$ cat src/rtl/pulse_pattern_gen.sv
// rtl/pulse_pattern_gen.sv - programmable high/low pulse train generator with busy/done/rise status.
// Optional abort input enabled by defining PULSE_GEN_ABORT_EN.
module pulse_pattern_gen #(
  parameter int CNT_W = 8,
  parameter int PN_W  = 8
) (
  input  logic             clk,
  input  logic             rst,
  input  logic             start,
  input  logic [CNT_W-1:0] high_len,
  input  logic [CNT_W-1:0] low_len,
  input  logic [PN_W-1:0]  num_pulses,
`ifdef PULSE_GEN_ABORT_EN
  input  logic             abort,
`endif
  output logic             a,
  output logic             rise,
  output logic             busy,
  output logic             done
);

  typedef enum logic [1:0] {S_IDLE, S_HIGH, S_LOW} state_t;

  state_t           r_state, w_state_nxt;
  logic [CNT_W-1:0] r_cnt, w_cnt_nxt;
  logic [PN_W-1:0]  r_rem, w_rem_nxt;
  logic [CNT_W-1:0] r_high_len, r_low_len;
  logic             w_abort, w_accept, w_empty, w_last_high;
  logic [CNT_W-1:0] w_low_load;
  logic             w_a_nxt, w_rise_nxt, w_busy_nxt, w_done_nxt;

`ifdef PULSE_GEN_ABORT_EN
  assign w_abort = abort;
`else
  assign w_abort = 1'b0;
`endif

  assign w_accept    = start && !w_abort && (num_pulses != '0) && (high_len != '0);
  assign w_empty     = start && !w_abort && ((num_pulses == '0) || (high_len == '0));
  // A zero low phase still needs one low cycle so each pulse shows a rising edge.
  assign w_low_load  = (r_low_len == '0) ? CNT_W'(1) : r_low_len;
  assign w_last_high = (r_cnt == CNT_W'(1)) && (r_rem <= PN_W'(1));

  always_ff @(posedge clk or posedge rst) begin
    if (rst) begin
      r_state    <= S_IDLE;
      r_cnt      <= '0;
      r_rem      <= '0;
      r_high_len <= '0;
      r_low_len  <= '0;
      a          <= 1'b0;
      rise       <= 1'b0;
      busy       <= 1'b0;
      done       <= 1'b0;
    end else begin
      r_state <= w_state_nxt;
      r_cnt   <= w_cnt_nxt;
      r_rem   <= w_rem_nxt;
      if (r_state == S_IDLE && w_accept) begin
        r_high_len <= high_len;
        r_low_len  <= low_len;
      end
      a    <= w_a_nxt;
      rise <= w_rise_nxt;
      busy <= w_busy_nxt;
      done <= w_done_nxt;
    end
  end

  always_comb begin
    w_state_nxt = r_state;
    w_cnt_nxt   = r_cnt;
    w_rem_nxt   = r_rem;
    case (r_state)
      S_IDLE: begin
        if (w_accept) begin
          w_state_nxt = S_HIGH;
          w_cnt_nxt   = high_len;
          w_rem_nxt   = num_pulses;
        end
      end
      S_HIGH: begin
        if (w_abort || w_last_high) begin
          w_state_nxt = S_IDLE;
          w_cnt_nxt   = '0;
          w_rem_nxt   = '0;
        end else if (r_cnt == CNT_W'(1)) begin
          w_state_nxt = S_LOW;
          w_cnt_nxt   = w_low_load;
          w_rem_nxt   = r_rem - PN_W'(1);
        end else begin
          w_cnt_nxt = r_cnt - CNT_W'(1);
        end
      end
      S_LOW: begin
        if (w_abort) begin
          w_state_nxt = S_IDLE;
          w_cnt_nxt   = '0;
          w_rem_nxt   = '0;
        end else if (r_cnt == CNT_W'(1)) begin
          w_state_nxt = S_HIGH;
          w_cnt_nxt   = r_high_len;
        end else begin
          w_cnt_nxt = r_cnt - CNT_W'(1);
        end
      end
      default: begin
        w_state_nxt = S_IDLE;
        w_cnt_nxt   = '0;
        w_rem_nxt   = '0;
      end
    endcase
  end

  always_comb begin
    w_a_nxt    = (w_state_nxt == S_HIGH);
    w_busy_nxt = (w_state_nxt != S_IDLE);
    w_rise_nxt = (w_state_nxt == S_HIGH) && (r_state != S_HIGH);
    w_done_nxt = ((r_state == S_IDLE) && w_empty) ||
                 ((r_state == S_HIGH) && !w_abort && w_last_high);
  end

endmodule

$ cat config.mk
export PLATFORM = sky130hd
export DESIGN_NAME = pulse_pattern_gen
export DESIGN_NICKNAME = d
export VERILOG_FILES = /design/src/rtl/pulse_pattern_gen.sv
export SDC_FILE = /design/constraint.sdc
export NUM_CORES = 1
export LEC_CHECK = 0
export BUFFER_PORTS_ARGS = -buffer_cell sky130_fd_sc_hd__buf_2
export CAP_MARGIN = 25
export CORE_UTILIZATION = 61
export DETAILED_ROUTE_END_ITERATION = 10
export GPL_TIMING_DRIVEN = 0
export PLACE_DENSITY = 0.84
export SYNTH_ARGS = -nofsm -noshare
export SYNTH_HDL_FRONTEND = slang
export SYNTH_SLANG_ARGS = --single-unit
export TNS_END_PERCENT = 10
$ cat constraint.sdc
create_clock -name clk -period 4.75 [get_ports clk]
set_input_delay 0 -clock clk [delete_from_list [all_inputs] [get_ports clk]]
set_output_delay 0 -clock clk [all_outputs]
set_load 0.01 [all_outputs]
Word-level counts from Yosys, hierarchy flattened
Cells that the tools add are included.

Flip-flop bits (word level): 38. Input bits: 27. Output and inout port bits: 4. Logic and storage cells: 53.

Add/subtract/negate cells: 2. $lt $le $gt $ge: 1. Eq/ne operators: 7. Muxes and demuxes: 15. Bitwise operators: 1. Reduce and logical (&&, ||, !) cells: 18.

Operators by type and width (count): 2-to-1 mux 8 bit (8); case mux 8 bit (3 select lines) (2); logical NOT 8 bit (3); nonzero test 8 bit (2); subtractor 8 x 1 -> 8 bit (second input constant) (2); equality test 8 x 1 -> 1 bit (second input constant) (1); less-or-equal comparator 8 x 1 -> 1 bit (second input constant) (1); logical AND 1 bit (8); 2-to-1 mux 2 bit (4); case mux 2 bit (3 select lines) (1); equality test 2 x 1 -> 1 bit (second input constant) (2); != test 3 bit (second input constant) (1); AND reduction 3 bit (1); equality test 2 bit (second input constant) (1); logical NOT 2 bit (1); logical OR 1 bit (2); != test 2 x 1 -> 1 bit (second input constant) (1); != test 2 bit (second input constant) (1); nonzero test 2 bit (1); inverter 1 bit (1).

Depth between registers and ports, before layout
Gate-level depths: netlist of run 1.

Depth in word-level cells: 7. Gate-level depth with buffers: 8. Gate-level depth less buffers: 7.

Worst setup path before layout of run 1
No wires, ideal clock.

Kind: reg-to-reg. From: register r_cnt[1]. To: register r_rem[6]. Setup time: 139 ps. Data arrival time: 1748 ps. Data required time: 4611 ps. Setup slack: 2863 ps. Cell stages (with the launch flop): 9. Buffers on the path: 1. Clock period less this slack: 1887 ps. Cell sequence: dfrtp_1 -> inv_1 -> ha_1 -> or4b_4 -> nor2_4 -> buf_2 -> nand2_1 -> a41oi_1 -> o32ai_1.

Cells in the longest elaborated chain, start to end: 4. Elaborated cells between the ends (all ways): 6. Those cells by class: 2 x eq/ne; 2 x mux; 2 x reduce/logical.

RTL lines: from (decl) (RTL line 25) `logic [CNT_W-1:0] r_cnt, w_cnt_nxt;`; from (signal assigned) (RTL line 57) `r_cnt <= w_cnt_nxt;`; equality test 8 x 1 -> 1 bit (*) (RTL line 42, 87); logical AND 1 bit (RTL line 42) `assign w_last_high = (r_cnt == CNT_W'(1)) && (r_rem <= PN_W'(1));`; != test 3 bit (no source line) or 2-to-1 mux 8 bit (tied branches); AND reduction 3 bit (no source line) or case mux 8 bit (3 select lines) (tied branches); to (signal assigned) (RTL line 58) `r_rem <= w_rem_nxt;`; to (decl) (RTL line 26) `logic [PN_W-1:0] r_rem, w_rem_nxt;`.

Every way passes the cells marked *; elsewhere a longest branch is shown, timed or not. A chain may end at the register's enable or synchronous reset.

Final worst setup path of run 1
From: input port high_len[7]. To: register r_rem[4].

Cells in the longest elaborated chain, start to end: 4.

RTL lines: from (decl) (RTL line 10) `input logic [CNT_W-1:0] high_len,`; nonzero test 8 bit (RTL line 38) `assign w_accept = start && !w_abort && (num_pulses != '0) && (high_len != '0);`; logical AND 1 bit (RTL line 38); != test 2 bit (no source line); AND reduction 3 bit (no source line).

Every way passes these cells.

==> impl_metrics.tcl, run 1 <==
set metrics [dict create \
    synth-seq-area-share 0.423 \
    grt_max_degree 39 \
    num_rows 21 \
    antenna_cells 0 \
    rsz0062_at_grt "no" \
    relSlewSlack 0.465 \
    die_w_um 62.7 \
    setup.worst_path.end "r_rem[4]$_DFFE_PP0P_" \
    r2r-end "r_rem[4]$_DFFE_PP0P_" \
    grt_pass1_vias 1957 \
    grt.total_usage 0.306 \
    async_reset_ff_frac 1.00 \
    tightest_slew_ns 0.801 \
    crit_path_end_kind "flip-flop" \
    synth_area_um2 2250 \
    vias 2108 \
    required_ns 4.91 \
    netlist_instances 242 \
    via_per_inst 6.18 \
    setup_viol 0 \
    finalClockSkew_ns 0.00628 \
    antenna_found_initial 0 \
    worstPathMaxFanout 8 \
    max-cap-violations 0 \
    clkLatencyLatePin_ns 0.30 \
    cts_buffer_depth 2 \
    path_class "in -> reg" \
    rrSetupSlack_ns 2.52 \
    drive_gt1_frac 0.227 \
    die_h_um 62.7 \
    clkSinkCount 38 \
    r2r_start "r_cnt[1]$_DFFE_PP0P_" \
    ctsResizeCount 0 \
    min_path_type "in -> reg" \
    drc 0 \
    fillCellCount 243 \
    crit_start "high_len[7]" \
    detail_route.wl_per_cell_um 16.4 \
    numPortBuffers 30 \
    grt_overflow 0 \
    drt_iter0_markers 207 \
    period_share 0.497 \
    drv_slew 0 \
    clock.fmax_mhz 424 \
    detailed_place_hpwl_um 3840 \
    syn-num-nets 273 \
    grt_pass1_wl_um 9190 \
    yosys_warnings 0 \
    reg2regPathDepth 8 \
    syn2layout_area_growth_pct 19.9 \
    dr.pass1.iters 7 \
    h-tree-depth 2 \
    ir_drop_mv 0.233 \
    synth_seq_cells 38 \
    start_kind "input port" \
    place_congestion 0.904 \
    ys.flop_type "dfrtp_1" \
    start_util 0.652 \
    route.antenna.remaining_nets 0 \
    leakagePower_nw 1.20 \
    hold_viol 0 \
    io_pins 31 \
    arrival_ns 2.52 \
    nets 326 \
    tritoncts "built" \
    numCtsBuffers 5 \
    clk_pin_slew_ns 0.07 \
    setup_tns_ns 0 \
    wirelength_um 5600 \
    p_per_area_nw_per_um2 214 \
    die_area_um2 3930 \
    total_power_mw 0.575 \
    fin_crit_ns 2.36 \
    synth_cell_types 51 \
    core_area_um2 3440 \
    root_buffer "clkbuf_8" \
    avgSynthCellArea_um2 9.28 \
    status "finished, final reports clean" \
    synth_edf_count 0 \
]
-- routing by layer --
metal	part of all wire	wire (um)	vias up	track usage
li1	-	-	1000	-
met1	0.42	2360	1001	0.378
met2	0.50	2800	93	0.530
met3	0.057	319	14	0.0511
met4	0.022	123	0	0.122
met5	0	0	-	0
-- synthesized netlist by cell type (all sizes together), types with 2 or more instances --
cell type  count  area, um^2
or3            4        30.0
nor3          14        75.1
ha             4        50.1
mux2          15         169
o21ai         10        61.3
and3           3        18.8
buf            8        38.8
nor2          13        58.8
o221ai         2        17.5
a32oi          2        17.5
nand2b         3        18.8
nor2b          4        25.0
a211oi         2        15.0
dfrtp         38         951
nand2         24        90.1
nor4           5        31.3
inv           18        67.6
mux2i          6        60.1
o22ai          7        43.8
a21oi         22         110
o32ai          5        43.8
nand3          7        35.0
a31oi          4        25.0
-- how the worst min path moves through the flow --
stage | from | to | slack (ns) | cells after the start
final | high_len[4] | r_high_len[4]$_DFFE_PP0P_ | 0.004 | 3
after global routing | high_len[4] | r_high_len[4]$_DFFE_PP0P_ | 0.02 | 3
after CTS | high_len[4] | r_high_len[4]$_DFFE_PP0P_ | 0.005 | 3
after detailed placement | rst | r_rem[0]$_DFFE_PP0P_ | 0.20 | 2
after global placement | low_len[0] | r_low_len[0]$_DFFE_PP0P_ | 0.23 | 2
after floorplan | high_len[1] | r_high_len[1]$_DFFE_PP0P_ | 0.15 | 1
-- power by group --
group | switching, mW | internal, mW
registers | 0 | 0.323
logic | 0.0193 | 0.0203
clock network | 0.113 | 0.0985
-- flip-flops by register name, summed over array words and instances, names as in the netlist --
name	count
r_high_len	8
r_state	2
busy	1
r_low_len	8
done	1
rise	1
r_cnt	8
a	1
r_rem	8
-- cell usage in the layout, fill, tap and decap left out, types with 2 or more instances in the layout --
master         netlist  layout
dfrtp_1             38      38
inv_1               18      17
buf_2                7      37
nor3_1              13      13
mux2_2              15      15
and3_1               3       3
a211oi_1             2       2
or3_1                3       3
a31oi_1              4       4
clkbuf_8             0       5
ha_1                 4       4
nor2_1              11      11
dlygate4sd3_1        0      16
mux2i_1              6       6
clkinv_2             0       2
o221ai_1             2       2
a32oi_1              2       2
nand3_1              7       7
nand2b_1             3       3
o22ai_1              7       7
nand2_1             24      24
o32ai_1              5       5
nor2b_1              4       4
nor4_1               5       5
a21oi_1             22      22
o21ai_0              9       9
-- metrics by stage --
stage          instances   util  instance area (um^2)  hold WS (ns)  worst slack (ns)
6_report             341  0.782                  2690       0.00384              2.39
5_1_grt              341  0.782                  2690        0.0199              2.33
4_1_cts              341  0.782                  2690       0.00543              2.50
3_5_place_dp         318  0.713                  2450         0.195              2.58
3_3_place_gp         318  0.713                  2450         0.232              2.61
2_1_floorplan        242      -                  2250         0.151              2.86
-- repair_timing --
| action | 4_1_cts | 5_1_grt |
|---|---|---|
| hold endpoints to repair | 53 | 0 |
| hold buffers | 16 | 0 |
| buffers inserted | 0 | 0 |
-- area by class of cell --
cell class	instances	area, um^2	share of cell area
Buffer	9	42.5	0.0158
Timing Repair Buffer	46	310	0.115
Clock inverter	2	10.0	0.00372
Inverter	18	67.6	0.0251
Multi-Input combinational cell	177	1180	0.440
Clock buffer	5	68.8	0.0256
Sequential cell	38	951	0.353
Tap cell	46	57.6	0.0214
-- critical path, stage by stage --
cell,delay [ns]
dlygate4sd3_1,0.55
buf_2,0.14
nor4_1,0.40
nand2_1,0.24
nand3_1,0.47
a21boi_0,0.53
o32ai_1,0.18
-- cell families (layout without fill, tap and decap cells) --
logic type / count (synthesis) / count (layout) / share of synthesized area
flops: 38 / 38 / 0.423
buf+inv: 27 / 80 / 0.0490
xor+xnor: 2 / 2 / 0.00780
compound gates: 68 / 68 / 0.202
fa+ha+maj: 4 / 4 / 0.0223
simple gates: 82 / 82 / 0.193
mux: 21 / 21 / 0.102
No activity file was read; power rests on OpenSTA's default activity.
==> run 2: changes to the inputs <==
--- a/config.mk
+++ b/config.mk
@@ -7,10 +7,10 @@
 export LEC_CHECK = 0
 export BUFFER_PORTS_ARGS = -buffer_cell sky130_fd_sc_hd__buf_2
 export CAP_MARGIN = 25
-export CORE_UTILIZATION = 61
+export CORE_UTILIZATION = 52
 export DETAILED_ROUTE_END_ITERATION = 10
 export GPL_TIMING_DRIVEN = 0
-export PLACE_DENSITY = 0.84
+export PLACE_DENSITY = 0.76
 export SYNTH_ARGS = -nofsm -noshare
 export SYNTH_HDL_FRONTEND = slang
 export SYNTH_SLANG_ARGS = --single-unit
==> constraint.sdc (replaced) <==
create_clock -name clk -period 2.1 [get_ports clk]
set_input_delay 0 -clock clk [delete_from_list [all_inputs] [get_ports clk]]
set_output_delay 0 -clock clk [all_outputs]
set_load 0.01 [all_outputs]
==> impl_metrics.tcl, run 2 (same netlist as run 1, synthesis figures left out) <==
set metrics [dict create \
    status "finished with violations" \
    violations "setup timing" \
    route.antenna.remaining_nets 0 \
    antenna_cells 0 \
    multi_input_area_um2 1270 \
    die_h_um 67.7 \
    io_pins 31 \
    die_area_um2 4590 \
    cp_num_buf_inv 2 \
    rsz0062_at_grt "yes" \
    required_ns 2.28 \
    clkLatencyLatePin_ns 0.29 \
    critPathSlowestCell "dfrtp_1" \
    detailed_place_hpwl_um 3920 \
    nets 328 \
    worstPathMaxFanout 10 \
    grt_overflow 0 \
    hold_viol 0 \
    grt_pass1_wl_um 9030 \
    core_area_um2 4090 \
    start_util 0.550 \
    clk_pin_slew_ns 0.08 \
    period_share 1.02 \
    h-tree-depth 2 \
    max_stage_delay_ns 0.41 \
    fillCellCount 332 \
    path_delay_family "simple AND/OR/NAND/NOR gates" \
    clock.fmax_mhz 468 \
    leakagePower_nw 1.24 \
    finalClockSkew_ns 0.00291 \
    regArea_um2 951 \
    final_common_cell "dfrtp_1" \
    drv_slew 0 \
    dr.pass1.iters 5 \
    root_buffer "clkbuf_8" \
    antenna_found_initial 0 \
    setup_ws_ns -0.0367 \
    relSlewSlack 0.467 \
    layout_common_cells "38 x dfrtp_1, 33 x buf_2, 23 x nand2_1, 20 x a21oi_1, 17 x inv_1" \
    place_congestion 0.946 \
    detail_route.wl_per_cell_um 16.5 \
    max-cap-violations 0 \
    grt.total_usage 0.270 \
    clkSinkCount 38 \
    final_cell_count_no_fill 348 \
    fin_crit_ns 2.14 \
    crit_chain "inv_1 > ha_1 > nor4b_4 > nand2_2 > clkbuf_4 > nor3_2 > a21oi_1 > o32ai_1" \
    tritoncts "built" \
    wirelength_um 5750 \
    tightest_slew_ns 0.799 \
    setup_viol 2 \
    syn2layout_area_growth_pct 26.5 \
    cts_buffer_depth 2 \
    drc 0 \
    drive_gt1_frac 0.275 \
    grt_max_degree 39 \
    min_path_type "in -> reg" \
    numPortBuffers 30 \
    dp_cells 322 \
    arrival_ns 2.32 \
    crit_path_end_kind "flip-flop" \
    vias 2151 \
    path_class "reg -> reg" \
    die_w_um 67.7 \
    total_power_mw 1.44 \
    grt_pass1_vias 1930 \
    ir_drop_mv 0.375 \
    drt_iter0_markers 262 \
    num_rows 23 \
    p_per_area_nw_per_um2 506 \
    numCtsBuffers 5 \
    via_per_inst 6.18 \
    start_kind "flip-flop" \
]
-- run 2: cell count changes in the layout (fill, tap and decap cells not counted), sizes merged --
cell and change:
clkinv -2, clkinvlp +1, clkbuf +2, bufinv +1, dlygate4sd3 -1, buf +2
-- run 2: timing repair --
action / in CTS / in global routing
hold endpoints to repair: 52 / 0
setup buffers: 0 / 3
gates cloned: 0 / 0
hold buffers: 15 / 0
resized for setup: 5 / 23
endpoints found under the setup margin: 8 / 20
pin swaps: 0 / 2
-- run 2: area by class of cell --
| type | count | area share |
|---|---|---|
| Clock buffer | 6 | 0.0256 |
| Timing Repair Buffer | 48 | 0.114 |
| Buffer | 9 | 0.0211 |
| Sequential cell | 38 | 0.335 |
| Clock inverter | 2 | 0.0132 |
| Multi-Input combinational cell | 177 | 0.446 |
| Tap cell | 50 | 0.0220 |
| Inverter | 18 | 0.0238 |
-- run 2: path summary, 6_finish.rpt --
check | slack [ns] | depth (start not counted) | startpoint | to
setup / recovery | -0.04 | 8 | r_cnt[1]$_DFFE_PP0P_ | r_rem[6]$_DFFE_PP0P_
hold / removal | 0.01 | 3 | high_len[4] | r_high_len[4]$_DFFE_PP0P_
setup reg to reg | -0.04 | 8 | r_cnt[1]$_DFFE_PP0P_ | r_rem[6]$_DFFE_PP0P_
hold reg to reg | 0.49 | 2 | r_high_len[4]$_DFFE_PP0P_ | r_high_len[4]$_DFFE_PP0P_
max in group asynchronous | 1.18 | 3 | rst | r_high_len[3]$_DFFE_PP0P_
min in group asynchronous | 0.41 | 3 | rst | r_low_len[2]$_DFFE_PP0P_
-- run 2: metal layers --
metal / track usage / vias up / routed length, um
met5: 0 / - / 0
met3: 0.0422 / 13 / 315
met4: 0.120 / 0 / 112
met1: 0.364 / 1047 / 2490
li1: - / 1008 / -
met2: 0.427 / 83 / 2830
-- run 2: worst register-to-register path: cells and delay by family, from the launching register on --
family / cells / cell delay, ns
fa+ha+maj: 1 / 0.18
buf+inv: 2 / 0.34
simple gates: 3 / 0.72
compound gates: 2 / 0.37
flops: 1 / 0.41
-- run 2: power by group --
group          switching [mW]  leakage, nW  total, mW  internal, mW
registers                   0        0.459      0.731         0.731
logic                  0.0435        0.732     0.0887        0.0452
clock network           0.263       0.0514      0.618         0.354
-- run 2: stage by stage --
stage | setup WS, ns | hold WS, ns | util | TNS, ns | cell area (um^2)
floorplan | 0.213 | 0.151 | - | 0 | 2250
global placement | -0.116 | 0.232 | 0.602 | -0.309 | 2460
detailed placement | -0.0934 | 0.196 | 0.602 | -0.295 | 2460
CTS | -0.0468 | 0.0111 | 0.670 | -0.0637 | 2740
global route | -0.107 | 0.00864 | 0.695 | -0.356 | 2840
finish | -0.0367 | 0.0104 | 0.695 | -0.0415 | 2840
